===== config.mk =====
export PLATFORM = sky130hd
export DESIGN_NAME = smvm_stream_tx
export DESIGN_NICKNAME = d
export VERILOG_FILES = /design/src/rtl/smvm_stream_tx.sv
export SDC_FILE = /design/constraint.sdc
export NUM_CORES = 1
export LEC_CHECK = 0
export BUFFER_PORTS_ARGS = -buffer_cell sky130_fd_sc_hd__buf_2
export CELL_PAD_IN_SITES_DETAIL_PLACEMENT = 1
export CELL_PAD_IN_SITES_GLOBAL_PLACEMENT = 1
export CORE_ASPECT_RATIO = 0.8
export CORE_UTILIZATION = 40
export DETAILED_ROUTE_END_ITERATION = 7
export PLACE_DENSITY = 0.82
export SLEW_MARGIN = 25
export SYNTH_ARGS = -nofsm -noshare
export SYNTH_HDL_FRONTEND = slang
export SYNTH_SLANG_ARGS = --single-unit

===== constraint.sdc =====
create_clock -name clk -period 3.8 [get_ports clk]
set_clock_uncertainty 0.15 [all_clocks]
set_input_delay 0 -clock clk [delete_from_list [all_inputs] [get_ports clk]]
set_output_delay 0 -clock clk [all_outputs]
set_load 0.05 [all_outputs]

===== src/rtl/smvm_stream_tx.sv =====
// Serializes one SMVM job (header, dense vector, CSR nonzeros, terminator) from a 1-cycle-latency job buffer.
// Optional content checking is enabled by defining SMVM_TX_CHECK_EN.
module smvm_stream_tx #(
  parameter int VAL_W  = 8,
  parameter int COL_W  = 3,
  parameter int NNZ_W  = 8,
  parameter int ADDR_W = 9
) (
  input  logic                   clk,
  input  logic                   rst,
  input  logic                   start,
  input  logic [VAL_W-1:0]       rows,
  input  logic [COL_W:0]         cols,
  input  logic [NNZ_W-1:0]       nnz,
  output logic                   mem_rd,
  output logic [ADDR_W-1:0]      mem_addr,
  input  logic [COL_W+VAL_W:0]   mem_rdata,
  output logic                   tx_valid,
  output logic [VAL_W-1:0]       tx_val,
  output logic [COL_W-1:0]       tx_col,
  output logic                   tx_ipv,
  output logic                   busy,
  output logic                   done,
  output logic                   err
);

  typedef enum logic [1:0] {S_IDLE, S_STREAM, S_TERM} state_t;

  state_t              r_state, w_state_next;
  logic [ADDR_W-1:0]   r_rd_cnt, w_rd_cnt_next;
  logic [COL_W:0]      r_cols;
  logic [NNZ_W-1:0]    r_nnz;
  logic                r_pend, r_pend_vec;
  logic                r_tx_valid, w_tx_valid_next;
  logic [VAL_W-1:0]    r_tx_val, w_tx_val_next;
  logic [COL_W-1:0]    r_tx_col, w_tx_col_next;
  logic                r_tx_ipv, w_tx_ipv_next;
  logic                r_done, w_done_next;
  logic                r_err, w_err_next;
  logic                w_start_ok, w_abort, w_term_err;
  logic [ADDR_W-1:0]   w_total;
  logic [VAL_W-1:0]    w_word_val;
  logic [COL_W-1:0]    w_word_col;
  logic                w_word_ipv;
`ifdef SMVM_TX_CHECK_EN
  logic [VAL_W-1:0]    r_rows;
  logic [NNZ_W-1:0]    r_ipv_cnt;
`endif

  assign w_start_ok = start & (rows != '0) & (cols != '0);
  assign w_total    = ADDR_W'(r_cols) + ADDR_W'(r_nnz);
  assign w_word_val = mem_rdata[VAL_W-1:0];
  assign w_word_col = mem_rdata[VAL_W +: COL_W];
  assign w_word_ipv = mem_rdata[VAL_W+COL_W];

`ifdef SMVM_TX_CHECK_EN
  // A zero-valued nonzero word cuts the job short; its slot carries the terminator.
  assign w_abort    = (r_state == S_STREAM) & r_pend & ~r_pend_vec & (w_word_val == '0);
  assign w_term_err = (32'(r_ipv_cnt) != 32'(r_rows));
`else
  assign w_abort    = 1'b0;
  assign w_term_err = 1'b0;
`endif

  always_comb begin
    w_state_next    = r_state;
    w_rd_cnt_next   = r_rd_cnt;
    mem_rd          = 1'b0;
    mem_addr        = r_rd_cnt;
    w_tx_valid_next = 1'b0;
    w_tx_val_next   = '0;
    w_tx_col_next   = '0;
    w_tx_ipv_next   = 1'b0;
    w_done_next     = 1'b0;
    w_err_next      = 1'b0;
    case (r_state)
      S_IDLE: begin
        if (start && !rst) begin
          if (w_start_ok) begin
            mem_rd          = 1'b1;
            mem_addr        = '0;
            w_rd_cnt_next   = ADDR_W'(1);
            w_state_next    = S_STREAM;
            w_tx_valid_next = 1'b1;
            w_tx_val_next   = rows;
            w_tx_col_next   = COL_W'(cols - 1'b1);
          end else begin
            w_err_next = 1'b1;
          end
        end
      end
      S_STREAM: begin
        w_tx_valid_next = 1'b1;
        if (!w_abort && (r_rd_cnt < w_total)) begin
          mem_rd        = 1'b1;
          w_rd_cnt_next = r_rd_cnt + 1'b1;
        end
        if (w_abort) begin
          w_done_next  = 1'b1;
          w_err_next   = 1'b1;
          w_state_next = S_TERM;
        end else if (r_pend) begin
          w_tx_val_next = w_word_val;
          if (!r_pend_vec) begin
            w_tx_col_next = w_word_col;
            w_tx_ipv_next = w_word_ipv;
          end
        end else begin
          // All words have been delivered: this slot is the terminator.
          w_done_next  = 1'b1;
          w_err_next   = w_term_err;
          w_state_next = S_TERM;
        end
      end
      S_TERM:  w_state_next = S_IDLE;
      default: w_state_next = S_IDLE;
    endcase
  end

  always_ff @(posedge clk or posedge rst) begin
    if (rst) begin
      r_state    <= S_IDLE;
      r_rd_cnt   <= '0;
      r_cols     <= '0;
      r_nnz      <= '0;
      r_pend     <= 1'b0;
      r_pend_vec <= 1'b0;
      r_tx_valid <= 1'b0;
      r_tx_val   <= '0;
      r_tx_col   <= '0;
      r_tx_ipv   <= 1'b0;
      r_done     <= 1'b0;
      r_err      <= 1'b0;
`ifdef SMVM_TX_CHECK_EN
      r_rows     <= '0;
      r_ipv_cnt  <= '0;
`endif
    end else begin
      r_state    <= w_state_next;
      r_rd_cnt   <= w_rd_cnt_next;
      r_pend     <= mem_rd;
      r_pend_vec <= (r_state == S_IDLE) | (mem_addr < ADDR_W'(r_cols));
      r_tx_valid <= w_tx_valid_next;
      r_tx_val   <= w_tx_val_next;
      r_tx_col   <= w_tx_col_next;
      r_tx_ipv   <= w_tx_ipv_next;
      r_done     <= w_done_next;
      r_err      <= w_err_next;
      if (r_state == S_IDLE && w_start_ok) begin
        r_cols <= cols;
        r_nnz  <= nnz;
      end
`ifdef SMVM_TX_CHECK_EN
      if (r_state == S_IDLE && w_start_ok) begin
        r_rows    <= rows;
        r_ipv_cnt <= '0;
      end else if (r_state == S_STREAM && r_pend && !r_pend_vec && !w_abort && w_word_ipv) begin
        r_ipv_cnt <= r_ipv_cnt + 1'b1;
      end
`endif
    end
  end

  assign tx_valid = r_tx_valid;
  assign tx_val   = r_tx_val;
  assign tx_col   = r_tx_col;
  assign tx_ipv   = r_tx_ipv;
  assign done     = r_done;
  assign err      = r_err;
  assign busy     = (r_state != S_IDLE);

endmodule


==> run summary <==
The flow ran to the end, and the final reports show no timing, DRC or antenna violations. The ratio of final minimum period to clock period came out at 0.9110. The fraction of the yosys area taken by sequential cells came out at 0.4432. The largest net degree at the start of global routing came out at 41. The number of H-tree branching levels is 2. The number of rows in the core area is 24. In this run, distinct cell masters in the synthesized netlist total 43.

The chip width is 86.01 um. The half-perimeter wire length after detailed placement came out at between 4000 and 5000 um. In this run the cell area of the synthesized design comes to 2258 um^2. The number of buffers on the longest clock path is 2. For this design, the slowest cell found on the critical path is sky130_fd_sc_hd__dfrtp_1.

A synthesized cell averages 10.81 um^2. The die area came out at 5952 um^2. The most critical setup path has its endpoint at mem_rd. The detailed-route DRC error count is 0. The via-per-instance ratio came out at 5.059.

The length in cells of the worst reg-to-reg path is 14. The number of setup buffers added after CTS is 0. The path class of the tightest hold or removal check is primary input to flip-flop. CTS placed an instance of sky130_fd_sc_hd__clkbuf_8 at the clock tree root. TritonCTS built the clock tree.

The first detailed-routing pass ran for 4 iterations. The capturing element type of the critical path is an output pin. In this run the critical register-to-register path is captured at r_rd_cnt[0]$_DFFE_PP0P_. The floorplan step set the die height to 69.21 um. For this run, the slowest stage of the critical path takes around 0.39 ns. Setup violations remaining at the end of the flow were counted as 0. The post-cts gate resize count is 0. The number of nets in the synthesized netlist is around 260. The iteration-0 DRC count of the detailed router came out at 83. The smallest hold slack is 0.06618 ns. Once layout is done, the placed cells without fillers occupy 3087 um^2. The number of buffers inserted during clock tree synthesis came out at 5.

The wire length of the first global-routing pass is 11140 um. The area of the core is ~5400 um^2. The number of slew-limit violations in the final report is 0. The maximum achievable frequency came out at between 200 and 300 MHz. Along the worst path, the maximum fanout reaches 10. The library cell used most frequently in the layout, excluding fill and tap cells, is sky130_fd_sc_hd__buf_2.

The proportion of synthesized area in mux cells came out at 0.07479. The final total negative setup slack came out at 0 ns. Of the total synthesized cell area, the portion taken by full adders, half adders and majority gates is 0.1086. For this run, the post-layout net count is approximately 360. At the pin with the least slew margin, the transition time is 0.9367 ns. The number of cells produced by synthesis came out at between 200 and 250. Among cell families on the critical path, the largest total delay comes from compound AO/OA/AOI/OAI gates.

The combined buffer and inverter count along the critical path came out at 1. The core occupancy in the finished layout came out at 0.5679. The leftover overflow at the end of global routing came out at 0.

The data arrival time of the critical path came out at around 3.3 ns. The count of synthesis-stage warnings from yosys came out at 0. The max capacitance violation total is 0.

The share of async-settable or async-resettable flops after synthesis is 1.000. For this design, the sink count on the clock tree is 40. The number of enable-type register cells in the synthesized netlist came out at 0. Setup repair after global routing left no endpoint under its margin. The number of antenna violations at the first check in global routing was 0. The detailed router placed 1963 vias in this run. The clock transition at the registers of the reported paths came out at ~0.08 ns. The number of global-route vias before repair is 2223. The worst IR drop on VDD came out at 0.3322 mV. The library cells used most frequently in the layout, excluding fill and tap cells, are 60 x sky130_fd_sc_hd__buf_2, 40 x sky130_fd_sc_hd__dfrtp_1, 36 x sky130_fd_sc_hd__dlygate4sd3_1. Of the total synthesized cell area, the portion taken by XOR and XNOR cells is 0.02715.

The final critical path time including I/O delays and setup is 3.462 ns. Dividing the detail-routed wire length by the instance count gives 16.91 um. The count of pins on the block boundary came out at 61. The routed design has 6562 um of wire. The pre-CTS setup slack is between 0.6 and 0.7 ns.

The layout-stage area growth over the synthesis result is 36.68%. The number of inserted filler cells in the final layout is ~630. The leakage power is 1.600 nW.

The setup slack of the most critical reg-to-reg path came out at 0.63 ns. Of the cells placed in the final design, the portion with a size suffix greater than 1 is 0.3032. The remaining number of nets flagged by the antenna check after routing came out at 0.

The basic-gate share of the synthesized area counting and, or, nand and nor cells is 0.1767. The insertion delay to the later sink of the worst-skew pair came out at 0.31 ns. The critical path data required time is 3.65 ns.

The launch instance of the worst register-to-register path is r_nnz[0]$_DFFE_PP0P_. The setup path with the least slack is of type flip-flop to output pin. In this run the tightest slew margin relative to its limit is 0.3756.

After synthesis the netlist holds a flip-flop and latch count of 40. The number of inserted diodes came out at 0. Summing all multi-input logic gate instances after layout gives 1162 um^2.

The startpoint type of the worst setup path is a flip-flop. The starting density of the core is 0.4155. The placer's final routability congestion estimate came out at about 0.77. The aggregate global-route resource usage came out at 0.2498. The flip-flop and latch area came out at around 1000 um^2. Power spread over the standard cell area amounts to just under 600 nW/um^2. The final worst slack came out at between 0.3 and 0.4 ns.

After synthesis, the largest family of logic cells by area is simple AND/OR/NAND/NOR gates. The critical path starts at r_cols[1]$_DFFE_PP0P_. The final-report hold violation count came out at 0. The area of placed instances is roughly 2600 um^2.

In this run the number of cells on the critical path is 12. Port buffering added 60 buffers. The commonest register cell after synthesis is sky130_fd_sc_hd__dfrtp_1. The fraction of the mapped netlist area in compound gates came out at 0.1274.

Traced cell by cell, the critical path runs through ha_1 > a21o_1 > a21oi_1 > nor2b_1 > o21ai_0 > xor2_1 > ha_1 > nand4_1 > nor2_1 > o2bb2ai_2 > o21ai_0 > buf_2.
==> layout make-up <==
cell class,instances,area share
clock inverters,2,0.004864
clock buffers,6,0.02675
flip-flops and latches,40,0.3243
well taps,78,0.03162
inverters,14,0.01702
multi-input cells,150,0.3766
repair buffers,98,0.2189
==> metrics by stage <==
step	total power, W	cells
after global placement	0.001416	344
after global routing	0.001959	388
after floorplan	0.001250	209
after CTS	0.001807	388
final	0.001833	388
after detailed placement	0.001447	344
==> state kept, by name (all words and copies together) (netlist names) <==
name and cells:
tx_col 3, tx_ipv 1, err 1, tx_valid 1, r_rd_cnt 9, r_nnz 8, tx_val 8, done 1
r_cols 4, r_state 2, r_pend_vec 1, r_pend 1
==> layer usage <==
layer,vias up,wire (um),GRT usage
met5,-,0,0
met4,0,101,0.08148
met3,12,188,0.05119
met2,31,3351,0.4286
met1,984,2920,0.3141
li1,936,-,-
==> synthesized netlist by cell type, types with 3 or more instances <==
library cell	count	area [um^2]
sky130_fd_sc_hd__nand2_1	21	78.83
sky130_fd_sc_hd__or3_1	3	18.77
sky130_fd_sc_hd__a21o_1	3	22.52
sky130_fd_sc_hd__mux2_2	3	33.78
sky130_fd_sc_hd__mux2_4	7	105.1
sky130_fd_sc_hd__inv_1	14	52.55
sky130_fd_sc_hd__nor2_1	9	33.78
sky130_fd_sc_hd__o21ai_0	9	45.04
sky130_fd_sc_hd__o21ai_2	5	43.79
sky130_fd_sc_hd__buf_6	3	33.78
sky130_fd_sc_hd__mux2i_1	3	30.03
sky130_fd_sc_hd__a21oi_1	7	35.03
sky130_fd_sc_hd__a22o_1	8	70.07
sky130_fd_sc_hd__nor3_1	5	25.02
sky130_fd_sc_hd__xor2_1	5	43.79
sky130_fd_sc_hd__dfrtp_1	40	1001
sky130_fd_sc_hd__nand3_1	5	25.02
sky130_fd_sc_hd__nand4_1	3	18.77
sky130_fd_sc_hd__ha_1	18	225.2
sky130_fd_sc_hd__and2_1	9	56.30
sky130_fd_sc_hd__nor2b_1	3	18.77
==> power breakdown <==
part / switching, W / internal [W] / leakage, nW
Clock: 0.000170 / 0.000147 / 0.0434
Combinational: 0.000546 / 0.000360 / 1.04
Sequential: 0.0000850 / 0.000525 / 0.515
==> what timing repair did <==
item,in CTS,in global routing
endpoints found under the setup margin,0,0
hold buffers,36,0
endpoints found under the hold margin,65,0
==> worst register-to-register path: cells and delay by family (launching register included) <==
kind | cells | cell delay (ns)
adder cells (fa/ha/maj) | 3 | 0.85
AO/OA/AOI/OAI | 4 | 0.82
AND/OR/NAND/NOR | 5 | 0.67
flip-flops | 1 | 0.37
XOR/XNOR | 1 | 0.15
buffers and inverters | 1 | 0.06
==> logic make-up (layout without fill, tap and decap cells) <==
kind of cell    Yosys count  in the layout
compound gates           39             39
xor+xnor                  7              7
fa+ha+maj                19             19
buf+inv                  19            120
flops                    40             40
mux                      13             13
simple gates             72             72
==> worst min path at each step <==
stage,depth (start not counted),end,startpoint,slack [ns]
3_5_place_dp,3,r_nnz[1]$_DFFE_PP0P_,nnz[1],0.06
6_report,4,r_state[0]$_DFFE_PP0P_,start,0.07
3_3_place_gp,3,tx_col[2]$_DFF_PP0_,mem_rdata[10],0.05
2_1_floorplan,1,err$_DFF_PP0_,rst,-0.08
5_1_grt,4,r_state[0]$_DFFE_PP0P_,start,0.08
4_1_cts,4,r_state[0]$_DFFE_PP0P_,start,0.05
No activity file was read; power rests on OpenSTA's default activity.
